===== config.mk =====
export PLATFORM = sky130hd
export DESIGN_NAME = erx_align_flat
export DESIGN_NICKNAME = d
export VERILOG_FILES = /design/src/rtl/erx_align_if.sv /design/src/rtl/erx_align.sv /design/src/flat_wrapper.sv
export SDC_FILE = /design/constraint.sdc
export NUM_CORES = 1
export LEC_CHECK = 0
export ABC_AREA = 1
export BUFFER_PORTS_ARGS = -buffer_cell sky130_fd_sc_hd__clkbuf_2
export CAP_MARGIN = 20
export CORE_UTILIZATION = 56
export CTS_CLUSTER_SIZE = 12
export DETAILED_ROUTE_END_ITERATION = 8
export PLACE_DENSITY = 0.88
export SLEW_MARGIN = 20
export SYNTH_ARGS = -nofsm -noshare
export SYNTH_HDL_FRONTEND = slang
export SYNTH_SLANG_ARGS = --single-unit

===== constraint.sdc =====
create_clock -name rx_lclk_div4 -period 1.8 [get_ports rx_lclk_div4]
set_input_delay 0.36 -clock rx_lclk_div4 [delete_from_list [all_inputs] [get_ports rx_lclk_div4]]
set_output_delay 0.36 -clock rx_lclk_div4 [all_outputs]
set_load 0.05 [all_outputs]

===== src/rtl/erx_align_if.sv =====
// Grouped handshake/status signals between the eLink RX IO block, the ecfg
// registers and erx_align. ERX_ALIGN_MANUAL_EN adds the manual slip controls.
interface erx_align_if;
  logic       ecfg_rx_enable;
  logic [7:0] rx_frame_par;
  logic       serdes_reset;
  logic       rx_bitslip;
  logic       rx_aligned;
  logic [2:0] ecfg_rx_slipcnt;
  logic       ecfg_rx_align_err;
`ifdef ERX_ALIGN_MANUAL_EN
  logic       ecfg_rx_manual;
  logic       ecfg_rx_slip_req;

  modport master (
    output ecfg_rx_enable, rx_frame_par, ecfg_rx_manual, ecfg_rx_slip_req,
    input  serdes_reset, rx_bitslip, rx_aligned, ecfg_rx_slipcnt, ecfg_rx_align_err
  );

  modport slave (
    input  ecfg_rx_enable, rx_frame_par, ecfg_rx_manual, ecfg_rx_slip_req,
    output serdes_reset, rx_bitslip, rx_aligned, ecfg_rx_slipcnt, ecfg_rx_align_err
  );
`else
  modport master (
    output ecfg_rx_enable, rx_frame_par,
    input  serdes_reset, rx_bitslip, rx_aligned, ecfg_rx_slipcnt, ecfg_rx_align_err
  );

  modport slave (
    input  ecfg_rx_enable, rx_frame_par,
    output serdes_reset, rx_bitslip, rx_aligned, ecfg_rx_slipcnt, ecfg_rx_align_err
  );
`endif
endinterface


===== src/rtl/erx_align.sv =====
// eLink RX word-alignment controller: ISERDES reset sequencing, BITSLIP training
// and lock tracking in the rx_lclk_div4 domain. Optional macro ERX_ALIGN_MANUAL_EN.
module erx_align #(
  parameter int         RST_CYCLES    = 8,
  parameter int         SLIP_WAIT     = 4,
  parameter int         LOCK_COUNT    = 4,
  parameter int         ERR_LIMIT     = 2,
  parameter logic [7:0] ALIGN_PATTERN = 8'hFF
) (
  input logic        rx_lclk_div4,
  input logic        reset,
  erx_align_if.slave bus
);

  localparam int CNT_MAX = (RST_CYCLES > SLIP_WAIT) ? RST_CYCLES : SLIP_WAIT;
  localparam int CNT_W   = $clog2(CNT_MAX + 1);

  localparam logic [CNT_W-1:0] RST_LAST    = CNT_W'(RST_CYCLES - 1);
  localparam logic [CNT_W-1:0] SETTLE_LAST = CNT_W'(SLIP_WAIT - 1);
  localparam logic [3:0]       LOCK_LAST   = 4'(LOCK_COUNT - 1);
  localparam logic [3:0]       ERR_LAST    = 4'(ERR_LIMIT - 1);

  typedef enum logic [2:0] {
    ST_RST,
    ST_SEARCH,
    ST_SLIP,
    ST_SETTLE,
    ST_LOCKED
  } state_t;

  state_t           r_state;
  logic [CNT_W-1:0] r_cnt;
  logic [3:0]       r_good;
  logic [3:0]       r_bad;
  logic             r_prev_zero;
  logic             r_serdes_reset;
  logic             r_bitslip;
  logic             r_aligned;
  logic [2:0]       r_slipcnt;
  logic             r_align_err;

  state_t           w_state;
  logic [CNT_W-1:0] w_cnt;
  logic [3:0]       w_good;
  logic [3:0]       w_bad;
  logic             w_prev_zero;
  logic             w_serdes_reset;
  logic             w_bitslip;
  logic             w_aligned;
  logic [2:0]       w_slipcnt;
  logic             w_align_err;
  logic             w_enter_slip;

  logic             w_clear;
  logic             w_start;
  logic             w_aligned_start;
  logic             w_misaligned_start;
  logic             w_manual;
  logic             w_req_edge;

  // A packet starts on the first non-zero byte after an idle 8'h00 byte.
  assign w_clear            = reset || !bus.ecfg_rx_enable;
  assign w_start            = r_prev_zero && (bus.rx_frame_par != 8'h00);
  assign w_aligned_start    = w_start && (bus.rx_frame_par == ALIGN_PATTERN);
  assign w_misaligned_start = w_start && (bus.rx_frame_par != ALIGN_PATTERN);

`ifdef ERX_ALIGN_MANUAL_EN
  logic r_slip_req_d;

  always_ff @(posedge rx_lclk_div4) begin
    r_slip_req_d <= bus.ecfg_rx_slip_req;
  end

  assign w_manual   = bus.ecfg_rx_manual;
  assign w_req_edge = bus.ecfg_rx_slip_req && !r_slip_req_d;
`else
  assign w_manual   = 1'b0;
  assign w_req_edge = 1'b0;
`endif

  always_comb begin
    w_state        = r_state;
    w_cnt          = r_cnt;
    w_good         = r_good;
    w_bad          = r_bad;
    w_prev_zero    = (bus.rx_frame_par == 8'h00);
    w_serdes_reset = 1'b0;
    w_bitslip      = 1'b0;
    w_aligned      = 1'b0;
    w_slipcnt      = r_slipcnt;
    w_align_err    = r_align_err;
    w_enter_slip   = 1'b0;

    unique case (r_state)
      ST_RST: begin
        w_prev_zero = 1'b0;
        if (r_cnt == RST_LAST) begin
          w_state = ST_SEARCH;
          w_cnt   = '0;
        end else begin
          w_serdes_reset = 1'b1;
          w_cnt          = r_cnt + 1'b1;
        end
      end

      ST_SEARCH: begin
        if (w_manual) begin
          w_good       = '0;
          w_bad        = '0;
          w_enter_slip = w_req_edge;
        end else if (w_aligned_start) begin
          if (r_good == LOCK_LAST) begin
            w_state   = ST_LOCKED;
            w_good    = '0;
            w_bad     = '0;
            w_aligned = 1'b1;
          end else begin
            w_good = r_good + 1'b1;
          end
        end else if (w_misaligned_start) begin
          w_enter_slip = 1'b1;
        end
      end

      ST_LOCKED: begin
        if (w_manual) begin
          w_state      = ST_SEARCH;
          w_good       = '0;
          w_bad        = '0;
          w_enter_slip = w_req_edge;
        end else begin
          w_aligned = 1'b1;
          if (w_aligned_start) begin
            w_bad = '0;
          end else if (w_misaligned_start) begin
            // Losing lock only returns to SEARCH; the next bad start there slips.
            if (r_bad == ERR_LAST) begin
              w_state   = ST_SEARCH;
              w_aligned = 1'b0;
              w_good    = '0;
              w_bad     = '0;
            end else begin
              w_bad = r_bad + 1'b1;
            end
          end
        end
      end

      ST_SLIP: begin
        w_prev_zero = 1'b0;
        w_state     = ST_SETTLE;
        w_cnt       = '0;
      end

      ST_SETTLE: begin
        w_prev_zero = 1'b0;
        if (r_cnt == SETTLE_LAST) begin
          w_state = ST_SEARCH;
          w_cnt   = '0;
        end else begin
          w_cnt = r_cnt + 1'b1;
        end
      end

      default: begin
        w_state        = ST_RST;
        w_cnt          = '0;
        w_prev_zero    = 1'b0;
        w_serdes_reset = 1'b1;
      end
    endcase

    // Every slip goes through here so the slip counter and sticky error stay in step.
    if (w_enter_slip) begin
      w_state     = ST_SLIP;
      w_bitslip   = 1'b1;
      w_prev_zero = 1'b0;
      w_good      = '0;
      w_bad       = '0;
      w_aligned   = 1'b0;
      w_slipcnt   = r_slipcnt + 3'd1;
      if (r_slipcnt == 3'd7) begin
        w_align_err = 1'b1;
      end
    end
  end

  always_ff @(posedge rx_lclk_div4) begin
    if (w_clear) begin
      r_state        <= ST_RST;
      r_cnt          <= '0;
      r_good         <= '0;
      r_bad          <= '0;
      r_prev_zero    <= 1'b0;
      r_serdes_reset <= 1'b1;
      r_bitslip      <= 1'b0;
      r_aligned      <= 1'b0;
      r_slipcnt      <= '0;
      r_align_err    <= 1'b0;
    end else begin
      r_state        <= w_state;
      r_cnt          <= w_cnt;
      r_good         <= w_good;
      r_bad          <= w_bad;
      r_prev_zero    <= w_prev_zero;
      r_serdes_reset <= w_serdes_reset;
      r_bitslip      <= w_bitslip;
      r_aligned      <= w_aligned;
      r_slipcnt      <= w_slipcnt;
      r_align_err    <= w_align_err;
    end
  end

  assign bus.serdes_reset      = r_serdes_reset;
  assign bus.rx_bitslip        = r_bitslip;
  assign bus.rx_aligned        = r_aligned;
  assign bus.ecfg_rx_slipcnt   = r_slipcnt;
  assign bus.ecfg_rx_align_err = r_align_err;

endmodule


===== src/flat_wrapper.sv =====
// flat-port wrapper written by rule: the top's interface ports become plain ports
module erx_align_flat 
#(
  parameter int         RST_CYCLES    = 8,
  parameter int         SLIP_WAIT     = 4,
  parameter int         LOCK_COUNT    = 4,
  parameter int         ERR_LIMIT     = 2,
  parameter logic [7:0] ALIGN_PATTERN = 8'hFF
)
  (rx_lclk_div4, reset, bus_ecfg_rx_enable, bus_rx_frame_par, bus_serdes_reset, bus_rx_bitslip, bus_rx_aligned, bus_ecfg_rx_slipcnt, bus_ecfg_rx_align_err);
  erx_align_if bus_i ();
  input logic rx_lclk_div4;
  input logic reset;
  input wire logic [$bits(bus_i.ecfg_rx_enable)-1:0] bus_ecfg_rx_enable;
  input wire logic [$bits(bus_i.rx_frame_par)-1:0] bus_rx_frame_par;
  output wire logic [$bits(bus_i.serdes_reset)-1:0] bus_serdes_reset;
  output wire logic [$bits(bus_i.rx_bitslip)-1:0] bus_rx_bitslip;
  output wire logic [$bits(bus_i.rx_aligned)-1:0] bus_rx_aligned;
  output wire logic [$bits(bus_i.ecfg_rx_slipcnt)-1:0] bus_ecfg_rx_slipcnt;
  output wire logic [$bits(bus_i.ecfg_rx_align_err)-1:0] bus_ecfg_rx_align_err;
  assign bus_i.ecfg_rx_enable = bus_ecfg_rx_enable;
  assign bus_i.rx_frame_par = bus_rx_frame_par;
  assign bus_serdes_reset = bus_i.serdes_reset;
  assign bus_rx_bitslip = bus_i.rx_bitslip;
  assign bus_rx_aligned = bus_i.rx_aligned;
  assign bus_ecfg_rx_slipcnt = bus_i.ecfg_rx_slipcnt;
  assign bus_ecfg_rx_align_err = bus_i.ecfg_rx_align_err;
  erx_align #(.RST_CYCLES(RST_CYCLES), .SLIP_WAIT(SLIP_WAIT), .LOCK_COUNT(LOCK_COUNT), .ERR_LIMIT(ERR_LIMIT), .ALIGN_PATTERN(ALIGN_PATTERN)) u_core (.rx_lclk_div4(rx_lclk_div4), .reset(reset), .bus(bus_i));
endmodule

==> Word level (Yosys, flattened, before mapping) <==
Index checks and enable logic that the tools add are counted.
{ "classes": {"bitwise": 1, "n_reduce_logical": 18, "addsub": 4, "n_eq_ne": 26, "mux": 36} }
{ "op_table": {"columns": ["operator", "count"], "rows": [
  ["4-bit 2-to-1 mux", 12],
  ["3-bit 2-to-1 mux", 7],
  ["3-bit by 1-bit inequality test with 1-bit output, second input constant", 7],
  ["4-bit one-hot mux with 2 select lines", 2],
  ["3-bit one-hot mux with 5 select lines", 1],
  ["7-bit AND reduction", 2],
  ["4-bit by 1-bit adder with 4-bit output, second input constant", 3],
  ["2-bit by 1-bit inequality test with 1-bit output, second input constant", 6],
  ["4-bit one-hot mux with 3 select lines", 1],
  ["1-bit 2-to-1 mux", 10],
  ["4-bit by 2-bit == test with 1-bit output, second input constant", 2],
  ["8-bit == test, second input constant", 1],
  ["8-bit zero test", 1],
  ["8-bit inequality test, second input constant", 1],
  ["8-bit nonzero test", 1],
  ["3-bit by 2-bit == test with 1-bit output, second input constant", 2],
  ["3-bit == test, second input constant", 2],
  ["5-bit AND reduction", 1],
  ["4-bit by 1-bit == test with 1-bit output, second input constant", 1],
  ["4-bit by 3-bit == test with 1-bit output, second input constant", 1],
  ["1-bit one-hot mux with 2 select lines", 2],
  ["4-bit AND reduction", 1],
  ["2-bit OR reduction", 2],
  ["4-bit OR reduction", 1],
  ["other kinds (13)", 15]
]} }
{ "totals": {"reg_bits": 23, "in_bits": 11, "elab_cells": 96, "output_inout_bits": 7} }

==> Depth between registers and ports, before layout <==
Gate-level depths: netlist of the first run.
{ "depth": {"ltp_word": 8, "mapped_depth": 11, "depth_no_buf": 11} }

==> Worst setup path before layout of the first run <==
Ideal clock, no wire load.
{ "synth_timing": {"kind": "flip-flop to flip-flop", "from": "reg u_core.r_slipcnt[0], in the netlist u_core.bus.ecfg_rx_slipcnt[0]", "to": "reg u_core.r_slipcnt[2], in the netlist u_core.bus.ecfg_rx_slipcnt[2]", "setup_slack_ps": 378, "period_less_slack_ps": 1422, "required_time_ps": 1683, "setup_time_ps": 117, "path_stages_with_launch": 4, "t_arrival_ps": 1305, "n_path_buf": 0, "path_cell_list": "dfxtp_1 -> ha_1 -> ha_1 -> a22o_1"} }
{ "synth_between": {"elab_chain_len": 1} }
{ "synth_rtl": {"columns": ["item", "line", "rtl"], "rows": [
  ["from (decl)", "erx_align.sv:39", "logic [2:0] r_slipcnt;"],
  ["from (signal assigned)", "erx_align.sv:209", "r_slipcnt <= w_slipcnt;"],
  ["3-bit by 1-bit adder with 3-bit output", "erx_align.sv:181", "w_slipcnt = r_slipcnt + 3'd1;"]
]} }
No other way between the ends.
A chain may end at the register's enable or synchronous reset.

==> Final worst setup path of the first run <==
{ "layout_timing": {"from": "reg u_core.r_bad[0]", "to": "reg u_core.r_good[2]"} }
{ "layout_between": {"elab_chain_len": 3} }
{ "layout_rtl": {"columns": ["item", "line", "rtl"], "rows": [
  ["from (decl)", "erx_align.sv:34", "logic [3:0] r_bad;"],
  ["from (signal assigned)", "erx_align.sv:204", "r_bad <= w_bad;"],
  ["4-bit by 1-bit == test with 1-bit output", "erx_align.sv:137", "if (r_bad == ERR_LAST) begin"],
  ["2-bit by 1-bit inequality test with 1-bit output (no line)", null, null],
  ["5-bit AND reduction (no line)", null, null],
  ["to (signal assigned)", "erx_align.sv:203", "r_good <= w_good;"],
  ["to (decl)", "erx_align.sv:33", "logic [3:0] r_good;"]
]} }
No other way between the ends.

==> results.json, run 1 <==
{
  "status": "complete, no violations",
  "synthAdderAreaFrac": 0.05597,
  "first_pass_iters": 4,
  "worstMarginPinSlew_ns": 0.3633,
  "clock_skew_ns": 0.004648,
  "gr-usage-all-layers": 0.2295,
  "finalHoldViolCount": 0,
  "critPathBufInv": 0,
  "yosysMostFrequentCell": "nand2_1",
  "setup_tns_ns": 0,
  "detail_route.iter0.violations": 23,
  "avgSynthCellArea_um2": 7.097,
  "synthesis.nets": 206,
  "synth_top_area_cell": "dfxtp_1",
  "fin_util": 0.6700,
  "max_freq_mhz": 660.4,
  "min_period_over_period": 0.8413,
  "grt_max_degree": 14,
  "crit_path_end_kind": "flip-flop",
  "grt_remaining_overflow": 0,
  "critical_path_arrival_ns": 1.74,
  "yosys-top-cells-area": "dfxtp_1, nand2_1, nor2_1",
  "portBuffers": 17,
  "p_leak_nw": 0.6953,
  "syn-instance-count": 189,
  "async_reset_ff_frac": 0,
  "clockBufferDepth": 2,
  "drive_gt1_frac": 0.2085,
  "fillers": 219,
  "io_pins": 18,
  "synth_seq_area_share": 0.3433,
  "grt_pass1_vias": 1129,
  "syn_area_um2": 1341,
  "drc": 0,
  "routedWlPerCell_um": 10.89,
  "routed_via_density": 5.071,
  "ctsRootBufferMaster": "clkbuf_4",
  "synth_compound_area_frac": 0.1325,
  "min_path_type": "input port to flip-flop",
  "min_from": "reset",
  "ir_worst_vdd_uv": 449.1,
  "synthDominantCellAreaShare": 0.3433,
  "ys_seq_elements": 23,
  "initial_core_util": 0.6006,
  "grt_setup_unrepaired": "no",
  "die_w_um": 50.94,
  "num_vias": 1212,
  "crit_fanout": 5,
  "finalMaxSlewViolations": 0,
  "die_h_um": 50.94,
  "setup.worst_path.class": "flip-flop to flip-flop",
  "finalWeightedCongestion": 0.8861,
  "critPathTopFamily": "simple AND/OR/NAND/NOR gates",
  "core_um2": 2233,
  "antenna_left": 0,
  "cap_violations": 0,
  "holdBufCountCts": 0,
  "clock_latency_ns": 0.31,
  "path_cells": "ha_1 -> nor3b_2 -> nand4_1 -> nand2_1 -> nand3_2 -> a21oi_1 -> nor2_1",
  "grt_pass1_wl_um": 4491,
  "wirelength_um": 2602,
  "htreeDepth": 1,
  "setup.worst_path.start_class": "flip-flop",
  "synth_mux_area_frac": 0,
  "slowest_delay_ns": 0.42,
  "crit_required_ns": 2.02,
  "cp_slowest_cell": "dfxtp_1",
  "r2r_start": "u_core.r_bad[0]",
  "crit_path_start": "u_core.r_bad[0]",
  "dp_hpwl_um": 2064,
  "antenna_found_initial": 0,
  "cts_tree": "done",
  "synth_xor_area_frac": 0.01959,
  "clock-sinks": 23,
  "clkTransAtPathRegs_ns": 0.13,
  "finalCriticalPeriod_ns": 1.514,
  "antenna_cells": 0,
  "powerDensity_nw_per_um2": 535.1,
  "synth_edf_count": 0,
  "area_growth_pct": 11.57,
  "ys_warn_count": 0,
  "fin_nets": 229,
  "netlist-cell-type-count": 28,
  "synthFlopType": "dfxtp_1",
  "relSlewSlack": 0.7578,
  "setup_viol": 0,
  "synth_top_family_by_area": "simple AND/OR/NAND/NOR gates",
  "dieArea_um2": 2595,
  "cts_buffers": 3,
  "cts_resized": 0,
  "yosys.area_share.simple": 0.3647,
  "cts_setup_buffers": 0,
  "ys_top_cells_by_count": "nand2_1, nor2_1, dfxtp_1, inv_1, a21oi_1",
  "rows": 17
}
## worst paths after layout
kind | end | slack, ns | cells past startpoint
max | u_core.r_good[2] | 0.29 | 7
min reg2reg | u_core.bus.ecfg_rx_align_err | 0.51 | 1
max reg2reg | u_core.r_good[2] | 0.29 | 7
min | u_core.r_bad[3] | 0.43 | 4
## state kept, by name, indices dropped and copies added (netlist names)
signal                        cells
u_core.r_bad                      4
u_core.r_cnt                      4
u_core.r_good                     4
u_core.bus.ecfg_rx_slipcnt        3
u_core.r_state                    3
u_core.bus.ecfg_rx_align_err      1
u_core.bus.rx_aligned             1
u_core.bus.rx_bitslip             1
u_core.bus.serdes_reset           1
u_core.r_prev_zero                1
## cell families after synthesis
family	count (synthesis)
compound gates	29
xor+xnor	3
fa+ha+maj	6
buf+inv	30
flops	23
simple gates	98
## area by class of cell
type	instances	area (um^2)	area share
clock buffers	3	22.52	0.01505
clock inverters	1	5.005	0.003344
inverters	30	112.6	0.07525
multi-input cells	136	768.2	0.5134
flip-flops and latches	23	460.4	0.3077
well taps	28	35.03	0.02341
repair buffers	18	92.59	0.06187
## power breakdown
| group | leakage (nW) | internal (mW) | switching, mW |
|---|---|---|---|
| logic | 0.492 | 0.0177 | 0.0246 |
| clock network | 0.0177 | 0.0831 | 0.163 |
| registers | 0.186 | 0.511 | 0.00116 |
## stage by stage
| stage | power [mW] | instance area [um^2] | setup slack (ns) | std cells | hold WS (ns) |
|---|---|---|---|---|---|
| 4_1_cts | 0.8081 | 1496 | 0.2841 | 239 | 0.4227 |
| 2_1_floorplan | 0.5466 | 1341 | 0.3783 | 189 | 0.4680 |
| 3_5_place_dp | 0.5658 | 1469 | 0.1980 | 235 | 0.4779 |
| 5_1_grt | 0.8359 | 1496 | 0.1246 | 239 | 0.4456 |
| 3_3_place_gp | 0.5648 | 1469 | 0.2589 | 235 | 0.4614 |
| 6_report | 0.8008 | 1496 | 0.2857 | 239 | 0.4258 |
## layout by cell type (no fill, tap or decap), drive strengths merged
cell / n
xor2: 3
a221oi: 1
nor3: 2
nor2: 31
o21ai: 8
nand3: 14
inv: 29
a211oi: 2
o211ai: 1
a22o: 3
a21oi: 13
nor3b: 1
clkbuf: 20
buf: 1
dfxtp: 23
nand4: 3
nand2: 47
clkinv: 2
o31ai: 1
ha: 6
## layer usage
metal / wire [um] / track usage
met2: 1232 / 0.4035
met5: 0 / 0
met3: 70 / 0.03571
met1: 1257 / 0.2750
met4: 41 / 0.09259
## tightest hold or removal path, delay by kind of cell
kind                   cells  cell delay (ns)
and+or+nand+nor            2             0.22
buffers and inverters      1             0.07
AOI/OAI and AO/OA          1             0.05
(Power assumes the default switching activity.)
==> run 2: changes to the inputs <==
--- a/config.mk
+++ b/config.mk
@@ -8,10 +8,10 @@
 export ABC_AREA = 1
 export BUFFER_PORTS_ARGS = -buffer_cell sky130_fd_sc_hd__clkbuf_2
 export CAP_MARGIN = 20
-export CORE_UTILIZATION = 56
+export CORE_UTILIZATION = 51
 export CTS_CLUSTER_SIZE = 12
 export DETAILED_ROUTE_END_ITERATION = 8
-export PLACE_DENSITY = 0.88
+export PLACE_DENSITY = 0.85
 export SLEW_MARGIN = 20
 export SYNTH_ARGS = -nofsm -noshare
 export SYNTH_HDL_FRONTEND = slang
==> constraint.sdc (replaced) <==
create_clock -name rx_lclk_div4 -period 1.2 [get_ports rx_lclk_div4]
set_input_delay 0.24 -clock rx_lclk_div4 [delete_from_list [all_inputs] [get_ports rx_lclk_div4]]
set_output_delay 0.24 -clock rx_lclk_div4 [all_outputs]
set_load 0.05 [all_outputs]
==> run 2 against run 1 <==
The run now ends with negative setup slack left. Critical path depth rose by 3. Clock-buffer cell count rose by 1. Sequential share of layout area fell by 8.2 points. Setup slack got worse by 0.58 ns. Power rose by 56%. Sequential power rose by 49%. Clock power rose by 61%. Critical endpoint is now u_core.r_state[0].
==> results.json, run 2 (synthesis gave the netlist of run 1 again) <==
{
  "detail_route.iter0.violations": 27,
  "first_pass_iters": 4,
  "antenna_cells": 0,
  "portBuffers": 17,
  "area_growth_pct": 59.33,
  "die_h_um": 53.29,
  "clock_skew_ns": 0.007659,
  "setup_ws_ns": -0.2954,
  "finalMaxSlewViolations": 0,
  "initial_core_util": 0.5414,
  "antenna_found_initial": 0,
  "p_switching_uw": 317.9,
  "grt_remaining_overflow": 0,
  "crit_required_ns": 1.44,
  "grt_max_degree": 13,
  "mostFrequentLayoutCells": "buf_4, nand2_1, inv_1, nor2_1",
  "cts_buffers": 3,
  "dieArea_um2": 2839,
  "drive_gt1_frac": 0.5504,
  "grt_pass1_wl_um": 5520,
  "cp_slowest_cell": "dfxtp_2",
  "num_vias": 1543,
  "p_leak_nw": 0.9663,
  "clock-sinks": 23,
  "ctsRootBufferMaster": "clkbuf_4",
  "core_um2": 2477,
  "final_area_um2": 2137,
  "routed_via_density": 5.358,
  "crit_fanout": 3,
  "finalWeightedCongestion": 0.8831,
  "routedWlPerCell_um": 15.11,
  "slowest_delay_ns": 0.38,
  "crit_path_start": "u_core.r_cnt[1]",
  "antenna_left": 0,
  "seqPwrFrac": 0.612,
  "finalPower_mw": 1.249,
  "switching_share": 0.2545,
  "powerDensity_nw_per_um2": 584.5,
  "r2r_start": "u_core.r_cnt[1]",
  "finalCriticalPeriod_ns": 1.495,
  "clockBufferDepth": 2,
  "htreeDepth": 1,
  "setup_viol": 20,
  "clkTransAtPathRegs_ns": 0.14,
  "holdBufCountCts": 0,
  "top_regs": "u_core.r_bad x4, u_core.r_cnt x4, u_core.r_good x4",
  "max_freq_mhz": 668.7,
  "p_comb_frac": 0.071,
  "critical_path_arrival_ns": 1.74,
  "min_period_over_period": 1.246,
  "die_w_um": 53.29,
  "fin_nets": 276,
  "post-place-ws_ns": -0.2338,
  "clock_latency_ns": 0.34,
  "internal-power_uw": 931.3,
  "postPlaceCellArea_um2": 1722,
  "setup_tns_ns": -3.091,
  "setup.worst_path.start_class": "flip-flop",
  "worstMarginPinSlew_ns": 0.2896,
  "grt_setup_unrepaired": "yes",
  "violations": "negative setup slack",
  "wirelength_um": 4351,
  "drc": 0,
  "clkPwrFrac": 0.318,
  "finalHoldViolCount": 0,
  "dp_hpwl_um": 2326,
  "crit_path_end_kind": "flip-flop",
  "fin_util": 0.8626,
  "status": "finished with violations",
  "grt_pass1_vias": 1352,
  "min_from": "reset",
  "relSlewSlack": 0.8055,
  "ir_worst_vdd_uv": 1127,
  "cts_tree": "done",
  "layout_commonest_cell": "buf_4",
  "io_pins": 18,
  "min_path_type": "input port to flip-flop",
  "cap_violations": 0,
  "rows": 18,
  "gr-usage-all-layers": 0.2743,
  "path_cells": "ha_4 -> nand2_4 -> o21ai_4 -> nand2_2 -> nor2_2 -> nand2_2 -> nor2_2 -> nand2_1 -> nand2_1 -> nor2_1",
  "setup.worst_path.class": "flip-flop to flip-flop"
}
-- run 2: cell types whose count changed in the layout (fill, tap and decap cells not counted), moves of 9 or more --
cell,delta
buf_4,+39
buf_6,+10
dfxtp_1,-12
dfxtp_2,+9
nand2_1,-11
nand2_2,+10
nor2_1,-9
-- run 2: through the flow --
step / hold WS, ns / std cells
2_1_floorplan: 0.4619 / 189
3_3_place_gp: 0.4317 / 266
3_5_place_dp: 0.4486 / 266
5_1_grt: 0.3047 / 288
6_report: 0.2931 / 288
4_1_cts: 0.2964 / 279
-- run 2: what timing repair did --
action,4_1_cts,5_1_grt
pin swaps,20,16
resized for setup,50,31
buffers inserted,9,11
hold endpoints to repair,0,0
setup endpoints to repair,21,24
-- run 2: final timing paths --
path | endpoint | slack [ns] | cells after the start
hold reg to reg | u_core.bus.ecfg_rx_slipcnt[1] | 0.49 | 1
setup reg to reg | u_core.r_state[0] | -0.30 | 10
hold / removal | u_core.r_cnt[1] | 0.29 | 5
setup / recovery | u_core.r_state[0] | -0.30 | 10
-- run 2: cell type report --
class,count,area (um^2)
Inverter,30,132.6
Tap cell,30,37.54
Sequential cell,23,483.0
Timing Repair Buffer,65,493.0
Clock buffer,4,26.28
Multi-Input combinational cell,136,964.7
Fill cell,121,340.3
-- run 2: routing by layer --
metal	global-route usage	share of wire	vias up
met1	0.2799	0.40	730
li1	-	-	750
met4	0.1140	0.044	0
met3	0.07184	0.037	19
met2	0.5146	0.52	44
met5	0	0	-
-- run 2: power groups by stage --
stage / combinational, mW / clock (mW) / sequential [mW]
floorplan: 0.0346 / 0 / 0.783
global placement: 0.0699 / 0 / 0.783
detailed placement: 0.0725 / 0 / 0.783
CTS: 0.0792 / 0.394 / 0.764
global route: 0.0965 / 0.420 / 0.765
finish: 0.0881 / 0.397 / 0.764
-- run 2: worst max-delay path, delay by kind of cell (launching register included) --
family / cells / cell delay [ns]
adders and majority gates: 1 / 0.16
and+or+nand+nor: 8 / 0.71
DFF: 1 / 0.38
AOI/OAI and AO/OA: 1 / 0.13
